--- config.mk ---
export PLATFORM = sky130hd
export DESIGN_NAME = adder16_rr_arbiter
export DESIGN_NICKNAME = d
export VERILOG_FILES = /design/src/rtl/adder16_rr_arbiter.sv
export SDC_FILE = /design/constraint.sdc
export NUM_CORES = 1
export LEC_CHECK = 0
export ABC_AREA = 1
export CAP_MARGIN = 40
export CORE_MARGIN = 3
export CORE_UTILIZATION = 49
export CTS_BUF_LIST = sky130_fd_sc_hd__clkbuf_16
export DETAILED_ROUTE_END_ITERATION = 8
export PLACE_DENSITY = 0.87
export SLEW_MARGIN = 20
export SYNTH_ARGS = -nofsm -noshare
export SYNTH_HDL_FRONTEND = slang
export SYNTH_SLANG_ARGS = --single-unit
--- constraint.sdc ---
create_clock -name clk -period 16.84 [get_ports clk]
set_clock_uncertainty 0.05 [all_clocks]
set_input_delay 2.526 -clock clk [delete_from_list [all_inputs] [get_ports clk]]
set_output_delay 2.526 -clock clk [all_outputs]
set_load 0.02 [all_outputs]
--- src/rtl/adder16_rr_arbiter.sv ---
// adder16_rr_arbiter: round-robin arbiter that shares one 16-bit ripple
// adder among NUM_REQ requesters using a three-state sequencer (IDLE/GNT/DONE).
// Optional feature macro: ADDER_OVF_FLAG_EN adds the ovf_o signed-overflow flag.
module adder16_rr_arbiter #(
    parameter int unsigned NUM_REQ = 4,
    parameter int unsigned ID_W    = $clog2(NUM_REQ)
) (
    input  logic                   clk,
    input  logic                   rst_n,
    input  logic [NUM_REQ-1:0]     req_i,
    input  logic [16*NUM_REQ-1:0]  a_i,
    input  logic [16*NUM_REQ-1:0]  b_i,
    output logic [NUM_REQ-1:0]     gnt_o,
    output logic                   busy_o,
    output logic [15:0]            res_o,
    output logic [ID_W-1:0]        res_id_o,
    output logic                   res_valid_o
`ifdef ADDER_OVF_FLAG_EN
   ,output logic                   ovf_o
`endif
);

    typedef enum logic [1:0] {
        IDLE = 2'd0,
        GNT  = 2'd1,
        DONE = 2'd2
    } state_t;

    state_t          state, state_nxt;
    logic [ID_W-1:0] ptr;
    logic [ID_W-1:0] id_q;
    logic [ID_W-1:0] win;
    logic [ID_W-1:0] cand;
    logic            win_vld;
    logic [15:0]     op_a, op_b;
    logic [15:0]     sum;
    logic            carry;

    // Round-robin search: first active request starting at ptr+1, wrapping.
    always_comb begin
        win     = ptr;
        win_vld = 1'b0;
        cand    = '0;
        for (int unsigned off = 1; off <= NUM_REQ; off++) begin
            cand = ID_W'((32'(ptr) + off) % NUM_REQ);
            if (!win_vld && req_i[cand]) begin
                win     = cand;
                win_vld = 1'b1;
            end
        end
    end

    // Shared 16-bit ripple-carry adder, fed only from the operand registers.
    always_comb begin
        sum   = '0;
        carry = 1'b0;
        for (int unsigned i = 0; i < 16; i++) begin
            sum[i] = op_a[i] ^ op_b[i] ^ carry;
            carry  = (op_a[i] & op_b[i]) | (carry & (op_a[i] ^ op_b[i]));
        end
    end

    // Sequencer state register.
    always_ff @(posedge clk or negedge rst_n) begin
        if (!rst_n) begin
            state <= IDLE;
        end else begin
            state <= state_nxt;
        end
    end

    // Next-state logic: IDLE -> GNT on any request, then DONE, then IDLE.
    always_comb begin
        state_nxt = state;
        case (state)
            IDLE:    if (win_vld) state_nxt = GNT;
            GNT:     state_nxt = DONE;
            DONE:    state_nxt = IDLE;
            default: state_nxt = IDLE;
        endcase
    end

    assign busy_o = (state != IDLE);

    // Registered datapath and outputs: capture on grant, publish result on GNT->DONE.
    always_ff @(posedge clk or negedge rst_n) begin
        if (!rst_n) begin
            gnt_o       <= '0;
            res_valid_o <= 1'b0;
            res_o       <= '0;
            res_id_o    <= '0;
            op_a        <= '0;
            op_b        <= '0;
            id_q        <= '0;
            ptr         <= ID_W'(NUM_REQ - 1);
`ifdef ADDER_OVF_FLAG_EN
            ovf_o       <= 1'b0;
`endif
        end else begin
            gnt_o       <= '0;
            res_valid_o <= 1'b0;
            case (state)
                IDLE: begin
                    if (win_vld) begin
                        gnt_o[win] <= 1'b1;
                        op_a       <= a_i[{win, 4'h0} +: 16];
                        op_b       <= b_i[{win, 4'h0} +: 16];
                        id_q       <= win;
                        ptr        <= win;
                    end
                end
                GNT: begin
                    res_o       <= sum;
                    res_id_o    <= id_q;
                    res_valid_o <= 1'b1;
`ifdef ADDER_OVF_FLAG_EN
                    ovf_o       <= (op_a[15] == op_b[15]) && (sum[15] != op_a[15]);
`endif
                end
                default: ;
            endcase
        end
    end

endmodule

==> impl_metrics.toml <==
[cts]
tritoncts = "done"
cts.sinks = 61
h-tree-depth = 3
clkTransAtPathRegs_ps = 50
root_buffer = "clkbuf_16"
cts-buffers-inserted = 9
clk_latency_ps = 330
hold_buffers = 0
cts_resized = 0
cts_setup_buffers = 0
cts_buffer_depth = 2

[worst_setup_path]
cp_slowest_cell = "fa_1"
cpPeakStageDelay_ps = 420
r2r-start = "op_a[0]$_DFFE_PN0P_"
crit_family = "adder cells"
path_buf_inv = 2
startpoint_type = "register"
crit_top_cell = "fa_1"
timing.rr.end = "res_o[15]$_DFFE_PN0P_"
worstPathRequired_ps = 17030
crit_type = "register to register"
ff2ff_setup_slack_ps = 10290
worstSetupEndpointType = "register"
worstPathMaxFanout = 2
cp_cell_sequence = "ha_1 -> fa_1 -> fa_1 -> fa_1 -> fa_1 -> fa_1 -> fa_1 -> fa_1 -> fa_1 -> fa_1 -> fa_1 -> fa_1 -> inv_1 -> fa_1 -> inv_1 -> fa_1 -> fa_1 -> xor2_1 -> o21ai_0"
cp.arrival_ps = 6740
ff2ff_path_depth = 19

[pwr]
p_leak_nw = 2.978
ir_worst_vdd_v = 0.0001321
powerDensity_mw_per_mm2 = 235.5

[global_routing]
grt_max_degree = 62
grt_pass1_vias = 4298
grt_overflow = 0
grt_pass1_wl_mm = 20.73
grt_usage_pct = 26.78
antenna_found_initial = 0

[detailed_routing]
finalWirelength_mm = 12.83
wl_per_cell_um = 15.90
vias_per_cell = 5.353
drc = 0
vias = 4320
drt_first_iter_violations = 288
drt-pass1-iter-count = 5
final_antenna_net_count = 0

[timing]
fmax_ghz = 0.1527
grt_setup_unrepaired = "false"
fin_setup_tns_ps = 0
maxSlewViolCount = 0
hold_viol = 0
worst_slew_pin_slew_ps = 724.1
whs_ps = 422.5
fin_crit_ps = 6551
slew_headroom_pct = 51.73
setup_violations = 0
period_share_pct = 38.90

[floorplan]
start_util_pct = 50.91
num_rows = 33
io_pins = 158
fp.dieArea_mm2 = 0.009773
die_h_um = 98.86
coreArea_mm2 = 0.008299
die_x_um = 98.86

[placed_design]
io_buffers = 157
dp_hpwl_mm = 9.479
routabilityCongestion = 0.8278

[layout]
regArea_mm2 = 0.001529
fillers = 637
drive_gt1_share_pct = 12.25
areaGrowthSynthToFinish_pct = 41.55
multi_input_area_mm2 = 0.002365
n_antenna_cell = 0
nets = 846

[logic_synthesis]
synth_area_leaders = "dfrtp_1 35%, nand2_1 21%, nand3_1 13%"
synth_seq_cells = 61
syn_area_mm2 = 0.004225
synth.most_common_cell = "nand2_1"
synth_top_flop_cell = "dfrtp_1"
synth_edf_count = 0
synth_top_cell_by_area = "dfrtp_1"
syn_inst = 560
syn_nets = 709
ys_async_sr_fraction_pct = 100.0
synth_warnings = 0
avgSynthCellArea_um2 = 7.545
synth_seq_area_share_pct = 36.19
synthTopCellsByCount = "239 x nand2_1, 113 x nand3_1, 59 x dfrtp_1, 30 x nand2_2, 23 x nand3_2"
synth_top_area_share_pct = 34.94
ys_types = 28

[worst_hold_path]
min_path_type = "register to register"
min_to = "res_o[5]$_DFFE_PN0P_"
holdPathStages = 2
min_from = "res_o[5]$_DFFE_PN0P_"

[outcome]
run_status = "finished, final reports clean"

[flow_run]
cap_violations = 0
-- worst max path at each step --
stage	from	to	slack, ps	depth (start not counted)
6_report	op_a[0]$_DFFE_PN0P_	res_o[15]$_DFFE_PN0P_	10290	19
5_1_grt	op_a[0]$_DFFE_PN0P_	res_o[15]$_DFFE_PN0P_	10110	19
4_1_cts	op_a[0]$_DFFE_PN0P_	res_o[15]$_DFFE_PN0P_	10330	19
3_5_place_dp	op_a[0]$_DFFE_PN0P_	res_o[15]$_DFFE_PN0P_	10400	19
3_3_place_gp	op_a[0]$_DFFE_PN0P_	res_o[15]$_DFFE_PN0P_	10560	19
2_1_floorplan	op_a[0]$_DFFE_PN0P_	res_o[15]$_DFFE_PN0P_	10730	19
-- report_power, final --
part | internal (mW) | total [mW] | switching (mW)
sequential | 0.225 | 0.283 | 0.0573
clock | 0.113 | 0.179 | 0.0656
combinational | 0.317 | 0.947 | 0.630
-- cells in the final DEF (no fill, tap or decap), types with 5 or more instances in the layout --
cell and n:
clkdlybuf4s50_1 156, clkbuf_16 9, nand2_2 30, nand3_1 113, nand3_2 23, nand2_1 239, nor2_1 5, o21ai_0 5
dfrtp_1 59, nand2_4 5, inv_1 12, fa_1 14
-- worst register-to-register path, stage by stage, from the launching register on --
cell and delay, ps:
dfrtp_1 390, ha_1 220, fa_1 400, fa_1 390, fa_1 390, fa_1 420
fa_1 420, fa_1 400, fa_1 390, fa_1 390, fa_1 390, fa_1 390
fa_1 370, inv_1 80, fa_1 170, inv_1 60, fa_1 390, fa_1 390
xor2_1 170, o21ai_0 170
-- state kept, by name, summed over array words and instances (netlist names) --
register / cells
gnt_o: 4
id_q: 2
op_a: 16
op_b: 16
ptr: 2
res_id_o: 2
res_o: 16
res_valid_o: 1
state: 2
-- layer usage --
metal  vias up  share of wire, %  global-route usage [%]
met4         0               2.9                   12.39
met1      2011                40                   33.87
met2       212                50                   44.01
li1       2070                 -                       -
met5         -                 0                       0
met3        27               7.6                   5.591
-- stage by stage --
| stage | area, um2 | utilization [%] | total power, mW | worst slack [ps] | cells |
|---|---|---|---|---|---|
| final | 5981 | 72.06 | 1.409 | 10290 | 807 |
| after global routing | 5981 | 72.06 | 1.535 | 10110 | 807 |
| after CTS | 5981 | 72.06 | 1.409 | 10330 | 807 |
| after detailed placement | 5689 | 68.55 | 1.217 | 10400 | 791 |
| after global placement | 5682 | 68.46 | 1.179 | 10560 | 790 |
| after floorplan | 4225 | - | 1.025 | 10730 | 560 |
-- cell families after synthesis --
| family | count (synthesis) | synth area share, % |
|---|---|---|
| fa+ha+maj | 15 | 6.929 |
| buf+inv | 51 | 7.847 |
| flops | 61 | 36.19 |
| xor+xnor | 2 | 0.4146 |
| simple gates | 420 | 47.32 |
| compound gates | 11 | 1.303 |
-- area by class of cell --
cell class	count	area share (%)
clock buffer	9	3.766
multi-input combinational	448	39.54
tap	105	2.197
inverter	16	1.130
clock inverter	7	1.109
timing repair buffer	161	26.69
sequential	61	25.56
Power figures use the tool's default switching activity.
